==> src/rtl/tipi_rpi_shift_if.sv <==
// RPi GPIO header lines of the TIPI mailbox serial link.
// The RPi drives the master side and this block presents the slave side.
interface tipi_rpi_shift_if;
  logic r_clk;
  logic r_le;
  logic r_cd;
  logic r_rt;
  logic r_dout;
  logic r_din;

  modport master (
    output r_clk,
    output r_le,
    output r_cd,
    output r_rt,
    output r_dout,
    input  r_din
  );

  modport slave (
    input  r_clk,
    input  r_le,
    input  r_cd,
    input  r_rt,
    input  r_dout,
    output r_din
  );
endinterface

==> src/rtl/tipi_rpi_shift.sv <==
// RPi-side endpoint of the TIPI mailbox: serialises the TI bytes out to the RPi
// and deserialises the RPi reply bytes, with framing checks on each commit.
module tipi_rpi_shift #(
  parameter int unsigned SYNC_STAGES = 2
) (
  input  logic                   clk,
  input  logic                   ti_reset,
  input  logic [7:0]             tid_q,
  input  logic [7:0]             tic_q,
  tipi_rpi_shift_if.slave        rpi,
  output logic [7:0]             rd_q,
  output logic [7:0]             rc_q,
  output logic                   upd,
  output logic                   frame_err
);

  localparam int unsigned TOP   = SYNC_STAGES - 1;
  localparam int unsigned ARM_W = $clog2(SYNC_STAGES + 2);
  localparam logic [ARM_W-1:0] ARM_MAX = ARM_W'(SYNC_STAGES + 1);

  typedef enum logic [1:0] {
    ST_EMPTY,
    ST_PART,
    ST_FULL,
    ST_OVER
  } state_t;

  logic [SYNC_STAGES-1:0] clk_sync;
  logic [SYNC_STAGES-1:0] le_sync;
  logic [SYNC_STAGES-1:0] cd_sync;
  logic [SYNC_STAGES-1:0] rt_sync;
  logic [SYNC_STAGES-1:0] dout_sync;
  logic                   clk_hist;
  logic                   le_hist;
  logic [ARM_W-1:0]       arm_cnt;
  logic                   armed;
  logic                   clk_rise;
  logic                   le_rise;

  state_t                 state;
  logic [2:0]             bit_cnt;
  logic [7:0]             sr;
  logic                   r_din_q;

  // Metastability chains on every asynchronous RPi line
  always_ff @(posedge clk or negedge ti_reset) begin
    if (!ti_reset) begin
      clk_sync  <= '0;
      le_sync   <= '0;
      cd_sync   <= '0;
      rt_sync   <= '0;
      dout_sync <= '0;
      clk_hist  <= 1'b0;
      le_hist   <= 1'b0;
    end else begin
      clk_sync  <= {clk_sync[SYNC_STAGES-2:0],  rpi.r_clk};
      le_sync   <= {le_sync[SYNC_STAGES-2:0],   rpi.r_le};
      cd_sync   <= {cd_sync[SYNC_STAGES-2:0],   rpi.r_cd};
      rt_sync   <= {rt_sync[SYNC_STAGES-2:0],   rpi.r_rt};
      dout_sync <= {dout_sync[SYNC_STAGES-2:0], rpi.r_dout};
      clk_hist  <= clk_sync[TOP];
      le_hist   <= le_sync[TOP];
    end
  end

  // Hold off edge detection until lines high at reset have flushed through
  always_ff @(posedge clk or negedge ti_reset) begin
    if (!ti_reset) begin
      arm_cnt <= '0;
    end else if (arm_cnt != ARM_MAX) begin
      arm_cnt <= arm_cnt + ARM_W'(1);
    end
  end

  assign armed    = (arm_cnt == ARM_MAX);
  assign le_rise  = armed & le_sync[TOP] & ~le_hist;
  assign clk_rise = armed & clk_sync[TOP] & ~clk_hist;

  // Shift register, bit-count FSM and commit logic; a latch edge masks a
  // coincident clock edge
  always_ff @(posedge clk or negedge ti_reset) begin
    if (!ti_reset) begin
      state     <= ST_EMPTY;
      bit_cnt   <= 3'd0;
      sr        <= 8'h00;
      rd_q      <= 8'h00;
      rc_q      <= 8'h00;
      upd       <= 1'b0;
      frame_err <= 1'b0;
      r_din_q   <= 1'b0;
    end else begin
      upd       <= 1'b0;
      frame_err <= 1'b0;
      r_din_q   <= sr[7];
      if (le_rise) begin
        state   <= ST_EMPTY;
        bit_cnt <= 3'd0;
        if (rt_sync[TOP]) begin
          sr <= cd_sync[TOP] ? tic_q : tid_q;
        end else if (state == ST_FULL) begin
          if (cd_sync[TOP]) begin
            rc_q <= sr;
          end else begin
            rd_q <= sr;
          end
          upd <= 1'b1;
        end else begin
          frame_err <= 1'b1;
        end
      end else if (clk_rise) begin
        sr <= {sr[6:0], dout_sync[TOP]};
        case (state)
          ST_EMPTY: begin
            state   <= ST_PART;
            bit_cnt <= 3'd1;
          end
          ST_PART: begin
            if (bit_cnt == 3'd7) begin
              state <= ST_FULL;
            end else begin
              bit_cnt <= bit_cnt + 3'd1;
            end
          end
          ST_FULL:  state <= ST_OVER;
          default:  state <= ST_OVER;
        endcase
      end
    end
  end

  assign rpi.r_din = r_din_q;

endmodule
==> src/flat_wrapper.sv <==
// flat-port wrapper written by rule: the top's interface ports become plain ports
module tipi_rpi_shift_flat 
#(
  parameter int unsigned SYNC_STAGES = 2
)
  (clk, ti_reset, tid_q, tic_q, rd_q, rc_q, upd, frame_err, rpi_r_clk, rpi_r_le, rpi_r_cd, rpi_r_rt, rpi_r_dout, rpi_r_din);
  tipi_rpi_shift_if rpi_i ();
  input  logic clk;
  input  logic ti_reset;
  input  logic [7:0] tid_q;
  input  logic [7:0] tic_q;
  output logic [7:0] rd_q;
  output logic [7:0] rc_q;
  output logic upd;
  output logic frame_err;
  input wire logic [$bits(rpi_i.r_clk)-1:0] rpi_r_clk;
  input wire logic [$bits(rpi_i.r_le)-1:0] rpi_r_le;
  input wire logic [$bits(rpi_i.r_cd)-1:0] rpi_r_cd;
  input wire logic [$bits(rpi_i.r_rt)-1:0] rpi_r_rt;
  input wire logic [$bits(rpi_i.r_dout)-1:0] rpi_r_dout;
  output wire logic [$bits(rpi_i.r_din)-1:0] rpi_r_din;
  assign rpi_i.r_clk = rpi_r_clk;
  assign rpi_i.r_le = rpi_r_le;
  assign rpi_i.r_cd = rpi_r_cd;
  assign rpi_i.r_rt = rpi_r_rt;
  assign rpi_i.r_dout = rpi_r_dout;
  assign rpi_r_din = rpi_i.r_din;
  tipi_rpi_shift #(.SYNC_STAGES(SYNC_STAGES)) u_core (.clk(clk), .ti_reset(ti_reset), .tid_q(tid_q), .tic_q(tic_q), .rpi(rpi_i), .rd_q(rd_q), .rc_q(rc_q), .upd(upd), .frame_err(frame_err));
endmodule
==> config.mk <==
export PLATFORM = sky130hd
export DESIGN_NAME = tipi_rpi_shift_flat
export DESIGN_NICKNAME = d
export VERILOG_FILES = /design/src/rtl/tipi_rpi_shift_if.sv /design/src/rtl/tipi_rpi_shift.sv /design/src/flat_wrapper.sv
export SDC_FILE = /design/constraint.sdc
export NUM_CORES = 1
export LEC_CHECK = 0
export ABC_AREA = 1
export CAP_MARGIN = 20
export CORE_MARGIN = 2
export CORE_UTILIZATION = 39
export CTS_CLUSTER_DIAMETER = 200
export CTS_CLUSTER_SIZE = 40
export DETAILED_ROUTE_END_ITERATION = 16
export DONT_BUFFER_PORTS = 1
export PLACE_DENSITY = 0.52
export SLEW_MARGIN = 25
export SYNTH_ARGS = -nofsm -noshare
export SYNTH_HDL_FRONTEND = slang
export SYNTH_SLANG_ARGS = --single-unit
==> constraint.sdc <==
create_clock -name clk -period 1.48 [get_ports clk]
set_input_delay 0.074 -clock clk [delete_from_list [all_inputs] [get_ports clk]]
set_output_delay 0.074 -clock clk [all_outputs]
set_load 0.01 [all_outputs]
Word-level counts from Yosys, hierarchy flattened
Index checks and enable logic that the tools add are counted.
- output and inout bits: 19
- register bits: 46
- word-level logic and storage cells: 60
- input bits: 23
- $add $sub $neg: 2
- eq/ne operators: 8
- muxes and demuxes: 18
- bitwise gates (word level): 8
- reduce and logical (&&, ||, !) cells: 8
- operators by type and width (cell ; count):
    8-bit 2-to-1 mux ; 4
    3-bit 2-to-1 mux ; 3
    4-bit AND reduction ; 2
    1-bit 2-to-1 mux ; 6
    2-bit 2-to-1 mux ; 3
    3-bit case mux with 2 select lines ; 1
    1-bit AND ; 4
    2-bit == test (second input constant) ; 2
    1-bit NOT ; 4
    2-bit case mux with 2 select lines ; 1
    2-bit AND reduction ; 2
    3-bit by 1-bit adder with 3-bit output (second input constant) ; 1
    3-bit == test (second input constant) ; 1
    3-bit by 1-bit inequality test with 1-bit output (second input constant) ; 1
    3-bit by 2-bit inequality test with 1-bit output (second input constant) ; 1
    3-bit AND reduction ; 1
    3-bit nonzero test ; 1
    2-bit by 1-bit adder with 2-bit output (second input constant) ; 1
    2-bit by 1-bit == test with 1-bit output (second input constant) ; 1
    2-bit zero test ; 1
    2-bit by 1-bit inequality test with 1-bit output (second input constant) ; 1
    2-bit inequality test (second input constant) ; 1
    2-bit nonzero test ; 1

Logic depth before layout (Yosys ltp)
Gate-level depths: netlist of run 1.
- word-level depth: 5
- gate-level depth with buffers: 9
- mapped depth without buffers: 8

Least setup slack after synthesis of run 1
No wires, ideal clock.
- path kind: reg-to-reg
- start point: register u_core.arm_cnt[0]
- end point: register u_core.sr[0]
- arrival time: 1.262 ns
- setup time: 0.065 ns
- period minus slack after synthesis: 1.327 ns
- data required time: 1.415 ns
- setup slack: 0.153 ns
- stages on the path, launching flop included: 9
- cells stage by stage: dfrtp_1 ha_1 buf_4 nand3_2 buf_4 nand2_4 nand2_4 nand2_1 nand2_1
- cells in the longest elaborated chain, start to end: 5
- elaborated cells on any way between the ends: 9
- RTL lines (item ; line ; text):
    start, declared ; tipi_rpi_shift.sv:35 ; logic [ARM_W-1:0] arm_cnt;
    start signal, assigned ; tipi_rpi_shift.sv:71 ; arm_cnt <= arm_cnt + ARM_W'(1);
    2-bit == test * ; tipi_rpi_shift.sv:75 ; assign armed = (arm_cnt == ARM_MAX);
    1-bit AND, on equally long branches (2 in series) ; tipi_rpi_shift.sv:76, tipi_rpi_shift.sv:77 ;
    2-bit by 1-bit inequality test with 1-bit output (no line) / 2-bit nonzero test (equally long branches) ; -- ;
    2-bit AND reduction (no line) ; -- ;
    end signal, assigned ; tipi_rpi_shift.sv:99 ; sr <= cd_sync[TOP] ? tic_q : tid_q;
    end signal, assigned ; tipi_rpi_shift.sv:111 ; sr <= {sr[6:0], dout_sync[TOP]};
    end, declared ; tipi_rpi_shift.sv:42 ; logic [7:0] sr;
Every way passes the cells marked *; elsewhere a longest branch is shown, timed or not.
A chain may end at the register's enable or synchronous reset.

Final worst setup path of run 1
Same ends and word-level chain as after synthesis.

==> flow_summary.toml, run 1 <==
[global_route]
grt-ovfl-total = 0
grt_first_pass_wirelength_mm = 6.98
first_global_vias = 1481
grt_max_degree = 47
gr-usage-all-layers_pct = 15.5
antenna_found_initial = 0

[placement]
gp_congestion = 0.761
post-dp-hpwl_mm = 2.86
portBuffers = 0
place_ws_ns = 0.0337

[min_path]
hp-class = "in -> reg"

[drt]
wire_per_inst_microns = 13.6
firstDrtPassIters = 4
drtIter0Drc = 82
wl_met1_mm = 1.85
drcViolationCount = 0
top_layer_used = "met4"
antenna_left = 0
met2_length_mm = 2.22
wl_mm = 4.30
route.vias.total = 1503
vias_per_cell = 4.76
wl_met3_microns = 178

[die]
pin_count = 42
die_area_sq_um = 5780
dieWidth_microns = 76.0
die_h_microns = 76.0
rows = 26
core_sq_um = 5040
start_util_pct = 40.1

[synth]
yosysWarnings = 0
synth_seq_cells = 46
synth_area_leaders = "dfrtp_1 (57%), nand2_1 (20%), nand3_1 (5.9%)"
synth_most_common_cell = "nand2_1"
syn_area_per_cell_sq_um = 8.95
synth_nets = 252
synthFlopType = "dfrtp_1"
ys_types = 22
synth_edf_count = 0
syn-instance-count = 226
synth_area_sq_um = 2020
yosysTopAreaCellShare_pct = 56.9
ys_async_sr_fraction_pct = 100
synth_seq_area_share_pct = 56.9
yosysTopAreaCell = "dfrtp_1"
yosys-top-cells-count = "nand2_1 (109), dfrtp_1 (46), nand3_1 (24)"

[clock_network]
clock_latency_ns = 0.30
clockBufferDepth = 2
htreeDepth = 2
cts_buffers = 5
clk_pin_slew_ns = 0.09
clock-root-buffer = "clkbuf_8"
cts_tree = "done"
cts_sinks = 46

[timing]
rsz0062_at_grt = "yes"
period_needed_ns = 1.39
post-route-period-util_pct = 94.0
finalSetupViolCount = 0
hold_violations = 0
fin_ws_ns = 0.0884
worst_pin_slew_ns = 0.344
relSlewSlack_pct = 77.0
finalMaxSlewViolations = 0
skew_ns = 0.00814
fmax_ghz = 0.719

[critical_path]
slowest_stage = "dfrtp_1"
crit_type = "reg -> reg"
cp-start-kind = "register"
crit_start = "u_core.arm_cnt[0]$_DFFE_PN0P_"
max_stage_delay_ns = 0.39
worstPathMaxFanout = 9
r2r_start = "u_core.arm_cnt[0]$_DFFE_PN0P_"
path_buf_inv = 1
path_cells = "ha_2, buf_4, nand2_1, nor2_4, nand2_4, nand2_8, nand2_1, nand2_1"
cp_num_cells = 8
r2r.worst_path.cells = 8
r2r_end = "u_core.sr[0]$_DFFE_PN0P_"
cp_top_family = "simple AND/OR/NAND/NOR gates"
required_ns = 1.67
arrival_ns = 1.58
r2r_slack_ns = 0.09
endpoint_kind = "register"
cp-endpoint = "u_core.sr[0]$_DFFE_PN0P_"
critPathMostFrequentCell = "nand2_1"

[finish]
area_delta_synth_final_pct = 16.9
fin_nets = 271
fill_cells = 494
fin_util_pct = 46.9
diodes = 0
final_layout_size_suffix_gt1_share_pct = 14.2

[run]
maxCapViolations = 0

[power_and_ir_drop]
leakage_nw = 1.24
ir_worst_vdd_mv = 0.515
p_per_area_nw_per_um2 = 1110

[status]
status = "completed"
-- layout make-up --
type	count	area, sq um	area share, %
Clock inverter	1	30.0	1.27
Sequential cell	46	1150	48.7
Timing Repair Buffer	19	178	7.52
Inverter	9	33.8	1.43
Multi-Input combinational cell	164	807	34.1
Tap cell	70	87.6	3.71
Clock buffer	7	76.3	3.23
-- worst min path at each step --
| stage | startpoint | end | slack (ns) | depth (start not counted) |
|---|---|---|---|---|
| final | tid_q[1] | u_core.sr[1]$_DFFE_PN0P_ | 0.08 | 6 |
| after global routing | tic_q[2] | u_core.sr[2]$_DFFE_PN0P_ | 0.10 | 6 |
| after CTS | tid_q[2] | u_core.sr[2]$_DFFE_PN0P_ | 0.07 | 6 |
| after detailed placement | ti_reset | u_core.bit_cnt[1]$_DFFE_PN0P_ | -0.22 | 0 |
| after global placement | ti_reset | u_core.bit_cnt[1]$_DFFE_PN0P_ | -0.22 | 0 |
| after floorplan | ti_reset | u_core.arm_cnt[0]$_DFFE_PN0P_ | -0.22 | 0 |
-- placed cells by master, fill, tap and decap left out, types with 4 or more instances in the layout --
master	count
buf_4	12
clkbuf_8	5
dfrtp_1	46
dlygate4sd3_1	6
inv_1	7
nand2_1	109
nand3_1	24
nand4_1	8
nor2_1	4
nor2_4	4
-- cells by family (layout without fill, tap and decap cells) --
| logic type | count (synthesis) | in the layout | share of synthesized area, % |
|---|---|---|---|
| DFF | 46 | 46 | 56.9 |
| buffers and inverters | 16 | 36 | 4.52 |
| xor gates and xnor gates | 1 | 1 | 0.433 |
| muxes | 1 | 1 | 0.557 |
| adders and majority gates | 3 | 3 | 1.86 |
| and+or+nand+nor | 157 | 157 | 34.8 |
| AOI/OAI and AO/OA | 2 | 2 | 0.866 |
-- worst min-delay path: stages --
cell and delay (ns):
nand2_1 0.03, nand2_1 0.06, nand2_1 0.04, nand2_1 0.05, nand2_1 0.04, nand2_1 0.05
-- registers in the layout (all words and copies together) (netlist names), 3 cells and up --
| signal | flops |
|---|---|
| u_core.rc_q | 8 |
| u_core.rd_q | 8 |
| u_core.sr | 8 |
| u_core.bit_cnt | 3 |
-- through the flow --
| step | area, sq um | hold slack [ns] | TNS, ns | std cells | total power, mW |
|---|---|---|---|---|---|
| floorplan | 2020 | -0.222 | 0 | 226 | 1.59 |
| global placement | 2100 | -0.220 | 0 | 296 | 1.66 |
| detailed placement | 2100 | -0.220 | 0 | 296 | 1.66 |
| CTS | 2300 | 0.0658 | 0 | 311 | 2.64 |
| global route | 2360 | 0.101 | -0.0309 | 316 | 2.75 |
| finish | 2360 | 0.0784 | 0 | 316 | 2.61 |
-- power by group --
group | internal (mW) | total, mW | switching, mW
clock network | 0.506 | 0.918 | 0.412
registers | 1.34 | 1.43 | 0.0959
logic | 0.108 | 0.263 | 0.155
-- routing by layer --
metal / GRT usage, % / vias to the layer above
li1: - / 762
met3: 5.81 / 5
met4: 5.45 / 0
met1: 18.2 / 712
met5: 0 / -
met2: 26.2 / 24
-- repair_timing --
action	in CTS	in global routing
cloned	0	0
pin swaps	0	1
hold buffers	7	0
setup buffers	0	5
gates resized for setup	1	4
endpoints found under the setup margin	5	19
hold endpoints to repair	51	0
(Power assumes the default switching activity.)
==> inputs of run 2 (changes only) <==
Settings changed: CORE_UTILIZATION 39 to 50, PLACE_DENSITY 0.52 to 0.64.
==> flow_summary.toml, run 2 (synthesized netlist as in run 1, its figures left out) <==
[timing]
fmax_ghz = 0.744
post-route-period-util_pct = 90.8
finalSetupViolCount = 0
relSlewSlack_pct = 80.8
hold_violations = 0
finalMaxSlewViolations = 0
fin_hold_ws_ns = 0.0622
skew_ns = 0.00630
rsz0062_at_grt = "no"
period_needed_ns = 1.34
tns_ns = 0
worst_pin_slew_ns = 0.287

[drt]
route.vias.total = 1505
wire_per_inst_microns = 12.7
vias_per_cell = 5.15
drcViolationCount = 0
drtIter0Drc = 86
firstDrtPassIters = 4
antenna_left = 0
wl_mm = 3.72

[clock_network]
clk_pin_slew_ns = 0.08
clock-root-buffer = "clkbuf_8"
htreeDepth = 2
cts_tree = "done"
clock_latency_ns = 0.30
cts_setup_buffers = 0
clockBufferDepth = 2
cts_buffers = 5
cts_sinks = 46

[finish]
area_delta_synth_final_pct = 13.0
layout_common_cells = "nand2_1 (109), dfrtp_1 (46), nand3_1 (24)"
final_common_cell = "nand2_1"
reg_top3 = "u_core.rc_q: 8 flops, u_core.rd_q: 8 flops, u_core.sr: 8 flops"
fin_nets = 267
diodes = 0
final_layout_size_suffix_gt1_share_pct = 13.6

[die]
pin_count = 42
start_util_pct = 51.3
core_sq_um = 3940
die_area_sq_um = 4570
die_h_microns = 67.6
rows = 23
dieWidth_microns = 67.6

[global_route]
antenna_found_initial = 0
grt-ovfl-total = 0
gr-usage-all-layers_pct = 18.5
first_global_vias = 1357
grt_first_pass_wirelength_mm = 6.17
grt_max_degree = 47

[placement]
gp_congestion = 0.798
portBuffers = 0
post-dp-hpwl_mm = 2.61

[min_path]
min_path_cells = 6
hp-class = "in -> reg"
worstHoldEndpoint = "u_core.sr[0]$_DFFE_PN0P_"
min_from = "tid_q[0]"

[power_and_ir_drop]
p_per_area_nw_per_um2 = 1070
leakage_nw = 1.21
ir_worst_vdd_mv = 0.654

[critical_path]
max_stage_delay_ns = 0.42
path_buf_inv = 1
r2r_end = "u_core.bit_cnt[0]$_DFFE_PN0P_"
cp_top_family = "flip-flops"
slowest_stage = "dfrtp_1"
worstPathMaxFanout = 3
arrival_ns = 1.54
required_ns = 1.68
path_cells = "ha_1, ha_1, nand2_1, nand2_1, inv_1, nand2_1, nand3_1, nand2_1"
r2r_start = "u_core.bit_cnt[0]$_DFFE_PN0P_"
cp_num_cells = 8
r2r_slack_ns = 0.14
critPathMostFrequentCell = "nand2_1"
r2r.worst_path.cells = 8
endpoint_kind = "register"
crit_start = "u_core.bit_cnt[0]$_DFFE_PN0P_"
cp-start-kind = "register"
crit_type = "reg -> reg"

[status]
status = "completed"

[run]
maxCapViolations = 0
[run 2: cell type report]
| type | count | area, sq um |
|---|---|---|
| clock buffers | 5 | 68.8 |
| clock inverters | 3 | 21.3 |
| fillers | 344 | 1660 |
| inverters | 9 | 33.8 |
| multi-input cells | 164 | 800 |
| flip-flops and latches | 46 | 1150 |
| well taps | 50 | 62.6 |
| repair buffers | 15 | 148 |
[run 2: worst max path at each step]
stage | endpoint | slack (ns)
after CTS | u_core.rc_q[1]$_DFFE_PN0P_ | 0.04
after detailed placement | u_core.rc_q[1]$_DFFE_PN0P_ | 0.06
after global routing | u_core.bit_cnt[1]$_DFFE_PN0P_ | 0.008
after floorplan | u_core.sr[0]$_DFFE_PN0P_ | 0.15
final | u_core.bit_cnt[0]$_DFFE_PN0P_ | 0.14
after global placement | u_core.rd_q[7]$_DFFE_PN0P_ | 0.11
[run 2: routing by layer]
layer	routed length (microns)	track usage [%]	up-vias	share of wire (%)
li1	-	-	758	-
met1	1740	25.4	685	47
met2	1640	27.1	56	44
met3	276	5.50	6	7.4
met4	64	7.65	0	1.7
met5	0	0	-	0
[run 2: through the flow]
stage	setup slack [ns]	util [%]	std cells	cell area, sq um	power (mW)
floorplan	0.153	-	226	2020	1.59
global placement	0.109	52.9	277	2090	1.65
detailed placement	0.0634	52.9	277	2090	1.65
CTS	0.0429	57.4	292	2260	2.46
global route	0.00750	57.9	292	2280	2.56
finish	0.135	57.9	292	2280	2.44
[run 2: worst register-to-register path, delay by kind of cell, from the launching register on]
family / cells / cell delay [ns]
flops: 1 / 0.42
fa+ha+maj: 2 / 0.41
simple gates: 5 / 0.36
buf+inv: 1 / 0.06
[run 2: what timing repair did]
action                                  in CTS  in global routing
hold buffers                                 7                  0
resized for setup                            0                  4
endpoints found under the setup margin       0                 27
endpoints found under the hold margin       51                  0
[run 2: power breakdown]
group | internal [mW] | switching [mW] | total, mW
sequential | 1.34 | 0.0964 | 1.43
clock | 0.332 | 0.430 | 0.762
combinational | 0.101 | 0.144 | 0.245
total | 1.77 | 0.671 | 2.44
==> inputs of run 3 (changes only) <==
Settings changed: ABC_CLOCK_PERIOD_IN_PS set to 1480, CELL_PAD_IN_SITES_DETAIL_PLACEMENT set to 2, CELL_PAD_IN_SITES_GLOBAL_PLACEMENT set to 2, CORE_UTILIZATION 50 to 37, PLACE_DENSITY 0.64 to 0.76.
==> flow_summary.toml, run 3 (synthesized netlist as in run 1, its figures left out) <==
[status]
status = "completed"

[critical_path]
required_ns = 1.67
arrival_ns = 1.58
cp-start-kind = "register"
path_buf_inv = 2
max_stage_delay_ns = 0.43
endpoint_kind = "register"
worstPathMaxFanout = 9
slowest_stage = "dfrtp_1"
path_cells = "ha_4, buf_6, buf_4, nand4_4, nand2_8, nand2_1, nand2_1"
cp_top_family = "flip-flops"
critPathMostFrequentCell = "nand2_1"
crit_type = "reg -> reg"

[run]
maxCapViolations = 0

[die]
core_sq_um = 5200
die_area_sq_um = 6070
die_h_microns = 77.9
rows = 26
pin_count = 42
dieWidth_microns = 77.9
start_util_pct = 38.8

[finish]
final_common_cell = "nand2_1"
layout_common_cells = "nand2_1 (105), dfrtp_1 (46), nand3_1 (24)"
reg_top3 = "u_core.rc_q: 8 flops, u_core.rd_q: 8 flops, u_core.sr: 8 flops"
diodes = 0
fin_nets = 277
final_area_sq_um = 2440
layout.cells.non_filler = 321
final_layout_size_suffix_gt1_share_pct = 18.3
area_delta_synth_final_pct = 20.9
fill_cells = 571

[power_and_ir_drop]
ir_worst_vdd_mv = 1.11
finalPower_mw = 2.67
leakage_nw = 1.27
p_per_area_nw_per_um2 = 1090

[timing]
fin_hold_ws_ns = 0.0802
worst_pin_slew_ns = 0.293
relSlewSlack_pct = 80.5
hold_violations = 0
fin_ws_ns = 0.0903
finalMaxSlewViolations = 0
fmax_ghz = 0.720
period_needed_ns = 1.39
finalSetupViolCount = 0
post-route-period-util_pct = 93.9
skew_ns = 0.00770

[drt]
drcViolationCount = 0
route.vias.total = 1601
firstDrtPassIters = 3
wire_per_inst_microns = 16.4
wl_mm = 5.28
antenna_left = 0
vias_per_cell = 4.99
drtIter0Drc = 43

[placement]
portBuffers = 0
post-dp-hpwl_mm = 3.75
place_inst = 298
place_ws_ns = -0.0264
gp_congestion = 0.813
placed_cell_area_sq_um = 2120

[clock_network]
htreeDepth = 2
cts_buffers = 5
cts_sinks = 46
clk_pin_slew_ns = 0.08
clockBufferDepth = 2
clock_latency_ns = 0.29
cts_tree = "done"
clock-root-buffer = "clkbuf_8"

[global_route]
grt_first_pass_wirelength_mm = 8.50
first_global_vias = 1779
grt_max_degree = 47
gr-usage-all-layers_pct = 17.9
grt-ovfl-total = 0
antenna_found_initial = 0

[min_path]
hp-class = "in -> reg"
## run 3: path summary, 6_finish.rpt
check / slack [ns] / depth (start not counted) / to / from
max: 0.09 / 7 / u_core.sr[4]$_DFFE_PN0P_ / u_core.arm_cnt[0]$_DFFE_PN0P_
min in group asynchronous: 0.27 / 2 / u_core.rpi.r_din$_DFF_PN0_ / ti_reset
min: 0.08 / 6 / u_core.sr[5]$_DFFE_PN0P_ / tid_q[5]
max reg2reg: 0.09 / 7 / u_core.sr[4]$_DFFE_PN0P_ / u_core.arm_cnt[0]$_DFFE_PN0P_
max in group asynchronous: 1.00 / 2 / u_core.le_hist$_DFF_PN0_ / ti_reset
min reg2reg: 0.35 / 0 / u_core.cd_sync[1]$_DFF_PN0_ / u_core.cd_sync[0]$_DFF_PN0_
## run 3: what timing repair did
| item | in CTS | in global routing |
|---|---|---|
| resized for setup | 1 | 11 |
| endpoints found under the setup margin | 8 | 27 |
| setup buffers | 0 | 8 |
| gates cloned | 0 | 1 |
| hold buffers | 7 | 0 |
| endpoints found under the hold margin | 51 | 0 |
| pin swaps | 0 | 5 |
## run 3: per-layer routing
layer | GRT usage, % | routed length [microns] | vias up
met5 | 0 | 0 | -
met4 | 4.56 | 46 | 0
met3 | 4.30 | 160 | 5
met2 | 33.2 | 2940 | 27
met1 | 20.6 | 2130 | 802
li1 | - | - | 767
## run 3: layout make-up
type / instances / area, sq um / area share [%]
timing repair buffer: 24 / 219 / 8.96
tap: 70 / 87.6 / 3.58
clock inverter: 1 / 30.0 / 1.23
inverter: 9 / 33.8 / 1.38
clock buffer: 6 / 82.6 / 3.38
multi-input combinational: 165 / 841 / 34.4
sequential: 46 / 1150 / 47.1
## run 3: stage by stage
| stage | TNS, ns | utilization (%) |
|---|---|---|
| after global routing | -0.00457 | 47.0 |
| final | 0 | 47.0 |
| after detailed placement | -0.138 | 40.7 |
| after global placement | 0 | 40.7 |
| after floorplan | 0 | - |
| after CTS | 0 | 44.7 |
## run 3: where the power goes
| group | total, mW | switching (mW) | internal, mW | leakage [nW] |
|---|---|---|---|---|
| registers | 1.44 | 0.105 | 1.34 | 0.588 |
| clock network | 0.938 | 0.398 | 0.540 | 0.0573 |
| logic | 0.294 | 0.176 | 0.119 | 0.625 |
## run 3: worst register-to-register path: cells and delay by family, from the launching register on
family / cells / cell delay [ns]
flops: 1 / 0.43
simple gates: 4 / 0.42
buf+inv: 2 / 0.25
fa+ha+maj: 1 / 0.20
